===== src/rtl/dav_pkg.sv =====
// Shared types and constants for the display path (magnitude estimator to
// graphics controller).
package dav_pkg;

  localparam int N_BINS = 16;
  localparam int BIN_W  = 14;

  typedef logic [BIN_W-1:0] bin_t;

  typedef enum logic [1:0] {
    IDLE    = 2'd0,
    CAPTURE = 2'd1,
    PROCESS = 2'd2,
    COMMIT  = 2'd3
  } smoother_state_t;

  // Hold counters are 8 bits wide; out-of-range frame counts saturate at 255.
  function automatic logic [7:0] hold_init(input int frames);
    if (frames > 255) begin
      return 8'd255;
    end else if (frames < 0) begin
      return 8'd0;
    end
    return 8'(frames);
  endfunction

endpackage


===== src/rtl/bar_decay_lane.sv =====
// Next-value logic for one bar: instant attack, optional peak hold, then
// geometric decay floored at the current input. Hold is gated by BAR_SMOOTHER_PEAK_HOLD_EN.
module bar_decay_lane
  import dav_pkg::*;
#(
  parameter int W           = BIN_W,
  parameter int DECAY_SHIFT = 3,
  parameter int HOLD_FRAMES = 30
) (
  input  logic [W-1:0] s_i,
  input  logic [W-1:0] work_i,
  input  logic [7:0]   hold_i,
  output logic [W-1:0] work_o,
  output logic [7:0]   hold_o
);

  localparam logic [7:0] HOLD_INIT = hold_init(HOLD_FRAMES);

  logic [W-1:0] step;
  logic [W-1:0] decayed;
  logic         hold_active;

`ifdef BAR_SMOOTHER_PEAK_HOLD_EN
  assign hold_active = (hold_i != 8'd0);
`else
  logic unused_hold;
  assign unused_hold = ^hold_i;
  assign hold_active = 1'b0;
`endif

  always_comb begin
    step = work_i >> DECAY_SHIFT;
    // Small bars still fall by at least one so they reach exactly zero.
    if ((step == '0) && (work_i != '0)) begin
      step = {{(W-1){1'b0}}, 1'b1};
    end
    decayed = work_i - step;

    work_o = work_i;
    hold_o = hold_i;
    if (s_i >= work_i) begin
      work_o = s_i;
      hold_o = HOLD_INIT;
    end else if (hold_active) begin
      hold_o = hold_i - 8'd1;
    end else begin
      work_o = (decayed > s_i) ? decayed : s_i;
    end
  end

endmodule


===== src/rtl/bar_smoother.sv =====
// Frame-synchronous peak-hold/decay filter: snapshot all bins, update one bin
// per cycle through a shared lane, then commit every bar at once.
// Peak hold storage exists only with BAR_SMOOTHER_PEAK_HOLD_EN defined.
module bar_smoother
  import dav_pkg::*;
#(
  parameter int N           = N_BINS,
  parameter int W           = BIN_W,
  parameter int DECAY_SHIFT = 3,
  parameter int HOLD_FRAMES = 30
) (
  input  logic            clk_50MHz,
  input  logic            rst,
  input  logic            frame_start,
  input  logic [W-1:0]    mag_in   [N],
  output logic [W-1:0]    bars_out [N],
  output logic            busy,
  output logic            done,
  output smoother_state_t state_dbg
);

  localparam int IDX_W = (N > 1) ? $clog2(N) : 1;
  localparam logic [IDX_W-1:0] LAST_IDX = IDX_W'(N - 1);

  smoother_state_t  state_q;
  logic [IDX_W-1:0] idx_q;
  logic             busy_q;
  logic             done_q;
  logic [W-1:0]     snap_q [N];
  logic [W-1:0]     work_q [N];
  logic [W-1:0]     bars_q [N];

  logic [W-1:0]     work_d;
  logic [7:0]       hold_d;
  logic [7:0]       hold_cur;

`ifdef BAR_SMOOTHER_PEAK_HOLD_EN
  logic [7:0]       hold_q [N];
  assign hold_cur = hold_q[idx_q];
`else
  logic [7:0]       unused_hold_d;
  assign hold_cur      = 8'd0;
  assign unused_hold_d = hold_d;
`endif

  bar_decay_lane #(
    .W           (W),
    .DECAY_SHIFT (DECAY_SHIFT),
    .HOLD_FRAMES (HOLD_FRAMES)
  ) u_lane (
    .s_i    (snap_q[idx_q]),
    .work_i (work_q[idx_q]),
    .hold_i (hold_cur),
    .work_o (work_d),
    .hold_o (hold_d)
  );

  // frame_start outside IDLE is dropped, never queued.
  always_ff @(posedge clk_50MHz) begin
    if (rst) begin
      state_q <= IDLE;
      idx_q   <= '0;
      busy_q  <= 1'b0;
      done_q  <= 1'b0;
      for (int i = 0; i < N; i++) begin
        snap_q[i] <= '0;
        work_q[i] <= '0;
        bars_q[i] <= '0;
`ifdef BAR_SMOOTHER_PEAK_HOLD_EN
        hold_q[i] <= 8'd0;
`endif
      end
    end else begin
      done_q <= 1'b0;
      case (state_q)
        IDLE: begin
          if (frame_start) begin
            state_q <= CAPTURE;
          end
        end
        CAPTURE: begin
          for (int i = 0; i < N; i++) begin
            snap_q[i] <= mag_in[i];
          end
          idx_q   <= '0;
          busy_q  <= 1'b1;
          state_q <= PROCESS;
        end
        PROCESS: begin
          work_q[idx_q] <= work_d;
`ifdef BAR_SMOOTHER_PEAK_HOLD_EN
          hold_q[idx_q] <= hold_d;
`endif
          if (idx_q == LAST_IDX) begin
            state_q <= COMMIT;
          end else begin
            idx_q <= idx_q + 1'b1;
          end
        end
        COMMIT: begin
          for (int i = 0; i < N; i++) begin
            bars_q[i] <= work_q[i];
          end
          done_q  <= 1'b1;
          busy_q  <= 1'b0;
          state_q <= IDLE;
        end
        default: begin
          state_q <= IDLE;
        end
      endcase
    end
  end

  assign bars_out  = bars_q;
  assign busy      = busy_q;
  assign done      = done_q;
  assign state_dbg = state_q;

endmodule


===== config.mk =====
export PLATFORM = sky130hd
export DESIGN_NAME = bar_smoother
export DESIGN_NICKNAME = d
export VERILOG_FILES = /design/src/rtl/dav_pkg.sv /design/src/rtl/bar_decay_lane.sv /design/src/rtl/bar_smoother.sv
export SDC_FILE = /design/constraint.sdc
export NUM_CORES = 1
export LEC_CHECK = 0
export CAP_MARGIN = 25
export CORE_AREA = 5 5 238 263
export CTS_CLUSTER_SIZE = 25
export DETAILED_ROUTE_END_ITERATION = 8
export DIE_AREA = 0 0 243 268
export GPL_TIMING_DRIVEN = 0
export PLACE_DENSITY = 0.74
export SLEW_MARGIN = 20
export SYNTH_ARGS = -nofsm -noshare
export SYNTH_HDL_FRONTEND = slang
export SYNTH_SLANG_ARGS = --single-unit

===== constraint.sdc =====
create_clock -name clk_50MHz -period 8.1 [get_ports clk_50MHz]
set_clock_uncertainty 0.1 [all_clocks]
set_input_delay 2.43 -clock clk_50MHz [delete_from_list [all_inputs] [get_ports clk_50MHz]]
set_output_delay 2.43 -clock clk_50MHz [all_outputs]
set_load 0.02 [all_outputs]

==> results of run 1 <==
## cell families (layout without fill, tap and decap cells)
group	Yosys count	count (layout)	share of synthesized area (%)
and+or+nand+nor	787	787	12.5
DFF	684	684	61.8
muxes	371	371	18.3
buffers and inverters	188	778	2.73
AOI/OAI and AO/OA	81	81	2.14
adders and majority gates	48	48	2.07
xor gates and xnor gates	11	11	0.353
## flip-flops by register name (all words and copies together), names as in the netlist, named ones only
name and flops:
idx_q 4, work_q 224, done 1, state_dbg 2, snap_q 224, bars_out 224
busy 1
## stage by stage
step	TNS, ps	cell area, sq um
finish	0	37400
global route	-26.9	37400
CTS	-21.2	37200
detailed placement	-276970	35000
global placement	-369160	34900
floorplan	0	29400
## placed cells by master, fill, tap and decap left out, drive strengths merged, types with 5 or more instances in the layout
cell type / instances
nand4: 7
a22o: 7
nor2b: 90
o21a: 5
nand3: 9
clkdlybuf4s50: 453
inv: 45
o21ai: 10
nand2b: 20
edfxtp: 448
mux4: 126
xnor2: 7
a21oi: 14
buf: 71
nor3: 8
a22oi: 8
ha: 47
a21o: 5
and2: 145
nor2: 469
a221oi: 9
dfxtp: 236
mux2i: 242
clkinvlp: 5
nand2: 30
clkbuf: 181
clkinv: 21
## layer usage
layer / wire length [um] / vias to the layer above / track usage (%)
met1: 33400 / 9950 / 33.3
met2: 47500 / 1010 / 48.8
li1: - / 8816 / -
met3: 7100 / 179 / 4.63
met5: 0 / - / 0
met4: 3780 / 0 / 11.6
## worst register-to-register path, delay by kind of cell (launching register included)
family | cells | cell delay, ps
AOI/OAI and AO/OA | 7 | 1910
buffers and inverters | 8 | 1710
and+or+nand+nor | 7 | 1330
adders and majority gates | 3 | 1010
muxes | 2 | 970
DFF | 1 | 330
xor gates and xnor gates | 1 | 250
## worst max path at each step
stage | end | slack (ps) | depth (start not counted)
3_5_place_dp | work_q[6][4]$_SDFFCE_PN0P_ | -1770 | 26
5_1_grt | work_q[0][12]$_SDFFCE_PN0P_ | -20 | 28
3_3_place_gp | work_q[8][4]$_SDFFCE_PN0P_ | -1730 | 26
4_1_cts | work_q[9][1]$_SDFFCE_PN0P_ | -9 | 27
2_1_floorplan | work_q[1][4]$_SDFFCE_PN0P_ | 1250 | 26
6_report | work_q[0][12]$_SDFFCE_PN0P_ | 230 | 28
## cell type report
cell class	count	area share, %
Sequential cell	684	48.6
Multi-Input combinational cell	1298	28.2
Timing Repair Buffer	469	12.6
Clock buffer	95	5.19
Tap cell	768	2.57
Buffer	142	1.86
Clock inverter	29	0.552
Inverter	43	0.431
## power breakdown
| part | internal, mW | switching (mW) |
|---|---|---|
| Clock | 1.72 | 1.33 |
| Combinational | 1.79 | 2.80 |
| Sequential | 4.22 | 0.186 |
## what timing repair did
item                                    4_1_cts  5_1_grt
resized for setup                            20       19
endpoints found under the setup margin      224      203
buffers inserted                              6        6
==> flow_summary.toml, run 1 <==
[setup_path]
cp-end-kind = "flop"
crit_slowest_cell = "mux4_2"
reg2reg_depth = 28
r2r_setup_slack_ps = 230
critPathTopFamily = "compound AO/OA/AOI/OAI gates"
cp-start-kind = "flop"
worstPathArrival_ps = 8110
crit_type = "flop to flop"
required_ps = 8330
cpMostUsedCell = "buf_6"
cp_max_fo = 10
cpPeakStageDelay_ps = 580
path_buf_inv = 8
r2r_end = "work_q[0][12]$_SDFFCE_PN0P_"

[cells_and_area]
nets = 2981
fin_util_pct = 62.9
multi_input_area_sq_um = 10500
syn_to_final_growth_pct = 27.3
diodes = 0
drive_gt1_share_pct = 11.7
instances_no_fill = 3528
regArea_sq_um = 18200
fillerInstances = 4364

[drt]
dr.pass1.iters = 5
drt_wl_total_um = 91800
vias = 19955
drt_first_iter_violations = 1987
detail-route-antenna-nets = 0
drc = 0
viasPerCell = 5.66
wire_per_inst_um = 26.0

[floorplan]
fp.dieW_um = 243
core_sq_um = 59500
top_level_ports = 455
rows = 94
initial_core_util_pct = 49.4
die-area_sq_um = 65100
die_h_um = 268

[clock_tree]
clk_pin_slew_ps = 60
cts_sinks = 684
cts_tree = "done"
cts.path.max_buffers = 3
clk_latency_ps = 610
cts_root_buf = "clkbuf_16"
ctsHoldBuffers = 0
ctsHtreeMaxLevel = 3
numCtsBuffers = 68

[placed_design]
place_worst_setup_slack_ps = -1770
port_buffers = 453
gp_congestion = 0.926
place_hpwl_um = 70600
dp_cells = 3395

[synth]
synth_top_cells_by_area = "edfxtp_1 (46%), dfxtp_1 (16%), mux4_2 (9.7%)"
async_reset_ff_share_pct = 0
ys_types = 57
synth_edf_count = 448
avgSynthCellArea_sq_um = 13.5
synth_top_area_share_pct = 45.8
yosys_register_bits = 684
syn_inst = 2170
synth_top_cell_by_area = "edfxtp_1"
ys.flop_type = "edfxtp_1"
yosysWarnings = 0
synth_area_sq_um = 29400
synth_nets = 2445
yosysSeqAreaShare_pct = 61.8
yosysMostFrequentCell = "nor2_1"
netlist_top_cells_count = "nor2_1 (460), edfxtp_1 (448), dfxtp_1 (236), mux2i_1 (230), and2_1 (145)"

[grt]
grt_pass1_vias = 20395
gr-total-overflow = 0
track_usage_pct = 27.4
grt_start_max_net_pins = 54
grt_pass1_wl_um = 132000
antenna_found_initial = 0

[sta]
layout_setup_ws_ps = 226
fmax_mhz = 127
setup_viol = 0
drv_slew = 0
tightest_slew_ps = 978
maxSlewHeadroom_pct = 34.8
fin_crit_ps = 7870
finalHoldWorstSlack_ps = 394
timing.final.crit_share_pct = 97.2
final_hold_viol_count = 0

[min_path]
holdPathEnd = "bars_out[211]$_SDFFE_PP0P_"
hold_path_class = "flop to flop"
min_delay_path_depth = 2
hp-start = "bars_out[211]$_SDFFE_PP0P_"

[power]
leakage_nw = 13.1
peakVddDrop_v = 0.000295
total_power_mw = 12.1
powerDensity_nw_per_um2 = 322

[outcome]
outcome = "complete, no violations"

[job]
maxCapViolations = 0
Note: power is estimated with default switching activity, not from simulation.
==> inputs of run 2 (changes only) <==
--- a/config.mk
+++ b/config.mk
@@ -6,13 +6,14 @@
 export NUM_CORES = 1
 export LEC_CHECK = 0
 export CAP_MARGIN = 25
-export CORE_AREA = 5 5 238 263
+export CORE_AREA = 5 5 240 266
 export CTS_CLUSTER_SIZE = 25
 export DETAILED_ROUTE_END_ITERATION = 8
-export DIE_AREA = 0 0 243 268
+export DIE_AREA = 0 0 245 271
 export GPL_TIMING_DRIVEN = 0
 export PLACE_DENSITY = 0.74
 export SLEW_MARGIN = 20
 export SYNTH_ARGS = -nofsm -noshare
 export SYNTH_HDL_FRONTEND = slang
+export SYNTH_HIERARCHICAL = 1
 export SYNTH_SLANG_ARGS = --single-unit
==> run 2 against run 1 <==
Effect of this change: non-clock buffer count down 4; worst hold slack worse by 1.7 ps; die area up 2.0%; synthesized area up 2.2%; combinational power down 12%; synthesized cell count up 1.7%; sequential power up 1%; cell area up 1.3%; maximum frequency up 3.7%; routed wire length down 0.55%; sequential share of layout area down 0.64 points; largest cell class unchanged.
==> flow_summary.toml, run 2 <==
[outcome]
outcome = "complete, no violations"

[min_path]
hold_path_class = "flop to flop"

[clock_tree]
ctsHoldBuffers = 0
postCtsSetupBuffers = 0
cts_tree = "done"
cts_sinks = 684
cts_resized = 0
cts_root_buf = "clkbuf_16"
numCtsBuffers = 69
ctsHtreeMaxLevel = 3
clk_pin_slew_ps = 60
cts.path.max_buffers = 3
clk_latency_ps = 610

[sta]
rsz0062_at_grt = "no"
timing.final.crit_share_pct = 93.8
tightest_slew_ps = 993
final_hold_viol_count = 0
fin_crit_ps = 7590
fmax_mhz = 132
setup_viol = 0
drv_slew = 0
maxSlewHeadroom_pct = 33.8

[setup_path]
crit_end = "work_q[9][0]$_SDFFCE_PN0P_"
r2r_end = "work_q[9][0]$_SDFFCE_PN0P_"
worstPathArrival_ps = 7960
cp-start-kind = "flop"
cp.depth = 23
required_ps = 8470
crit_slowest_cell = "mux2i_1"
r2r_setup_slack_ps = 510
cp_max_fo = 10
reg2reg_depth = 23
critPathTopFamily = "compound AO/OA/AOI/OAI gates"
cpPeakStageDelay_ps = 650
cp-end-kind = "flop"
path_buf_inv = 5
crit_chain = "buf_2, buf_1, mux4_1, a22oi_1, nand2_1, nor4_1, a41o_1, ha_1, inv_1, fa_1, a21oi_1, o211ai_1, a21oi_1, o21ai_0, xnor2_1, ha_1, nand4_1, a311oi_1, o311a_4, buf_12, mux2i_1, clkbuf_1, and2_1"
crit_type = "flop to flop"

[grt]
gr-total-overflow = 0
grt_pass1_wl_um = 132000
antenna_found_initial = 2
grt_pass1_vias = 20733
grt_start_max_net_pins = 63
track_usage_pct = 26.7

[floorplan]
initial_core_util_pct = 49.5
die_h_um = 271
fp.dieW_um = 245
die-area_sq_um = 66400
core_sq_um = 60600
top_level_ports = 455
rows = 95

[synth]
avgSynthCellArea_sq_um = 13.6
synth_nets = 2483
synth_area_sq_um = 30000
syn_inst = 2206
yosysWarnings = 6

[power]
leakage_nw = 13.8
powerDensity_nw_per_um2 = 307
peakVddDrop_v = 0.000222

[drt]
vias = 20039
drt_first_iter_violations = 1832
dr.pass1.iters = 5
viasPerCell = 5.62
drt_wl_total_um = 91300
wire_per_inst_um = 25.6
drc = 0
detail-route-antenna-nets = 0

[cells_and_area]
final_common_cell = "clkdlybuf4s50_1"
nets = 3013
fin_util_pct = 62.5
final_cell_mix = "clkdlybuf4s50_1 (454), edfxtp_1 (448), and2_1 (365)"
fillerInstances = 4506
design_area_sq_um = 37900
drive_gt1_share_pct = 9.82
instances_no_fill = 3567
syn_to_final_growth_pct = 26.3

[placed_design]
gp_congestion = 0.943
dp_cells = 3440
placed_cell_area_sq_um = 35600
port_buffers = 454
place_hpwl_um = 69900

[job]
maxCapViolations = 0
[run 2: changes by cell type in the layout (fill, tap and decap cells not counted), sizes merged, moves of 9 or more]
cell    delta
nor2     -222
nand2     +14
mux2      +10
nand2b    -16
a22oi     +48
clkbuf    -14
a221oi     -9
mux2i     -16
or2       +12
mux4      -14
and2     +220
[run 2: stage by stage]
stage          total power [mW]  setup slack (ps)  hold WS, ps  setup TNS, ps
2_1_floorplan              6.87              1780          373              0
5_1_grt                    12.1               274          411              0
6_report                   11.7               506          393              0
3_5_place_dp               8.51               740          380              0
4_1_cts                    11.7               677          395              0
3_3_place_gp               8.41              -288          373         -57880
[run 2: tightest hold or removal path, stage by stage (launching register included)]
cell	delay, ps
dfxtp_1	320
mux2i_1	60
nor2_1	70
[run 2: worst min path at each step]
| stage | from | slack (ps) | cells after the start | endpoint |
|---|---|---|---|---|
| final | bars_out[37]$_SDFFE_PP0P_ | 390 | 2 | bars_out[37]$_SDFFE_PP0P_ |
| after CTS | bars_out[196]$_SDFFE_PP0P_ | 390 | 2 | bars_out[196]$_SDFFE_PP0P_ |
| after floorplan | work_q[5][0]$_SDFFCE_PN0P_ | 370 | 2 | bars_out[140]$_SDFFE_PP0P_ |
| after detailed placement | bars_out[196]$_SDFFE_PP0P_ | 380 | 2 | bars_out[196]$_SDFFE_PP0P_ |
| after global placement | bars_out[199]$_SDFFE_PP0P_ | 370 | 2 | bars_out[199]$_SDFFE_PP0P_ |
| after global routing | busy$_SDFFE_PP0P_ | 410 | 2 | busy$_SDFFE_PP0P_ |
[run 2: where the power goes]
| part | switching, mW | total, mW | leakage [nW] | internal (mW) |
|---|---|---|---|---|
| combinational | 2.48 | 4.02 | 6.05 | 1.54 |
| sequential | 0.199 | 4.46 | 6.59 | 4.26 |
| clock | 1.34 | 3.18 | 1.12 | 1.84 |
| total | 4.02 | 11.7 | 13.8 | 7.63 |
[run 2: cell type report]
cell class / count / area [sq um] / share of cell area (%)
clock inverter: 32 / 299 / 0.789
buffer: 148 / 768 / 2.03
tap: 776 / 971 / 2.56
clock buffer: 93 / 1950 / 5.16
antenna: 1 / 2.50 / 0.00660
sequential: 684 / 18200 / 48.0
timing repair buffer: 459 / 4650 / 12.3
inverter: 48 / 180 / 0.475
multi-input combinational: 1326 / 10900 / 28.8
[run 2: per-layer routing]
layer	vias to the layer above	part of all wire [%]	track usage, %
li1	8948	-	-
met1	9971	39	33.7
met3	174	6.9	3.97
met5	-	0.022	0
met4	2	4.1	11.1
met2	944	50	46.2
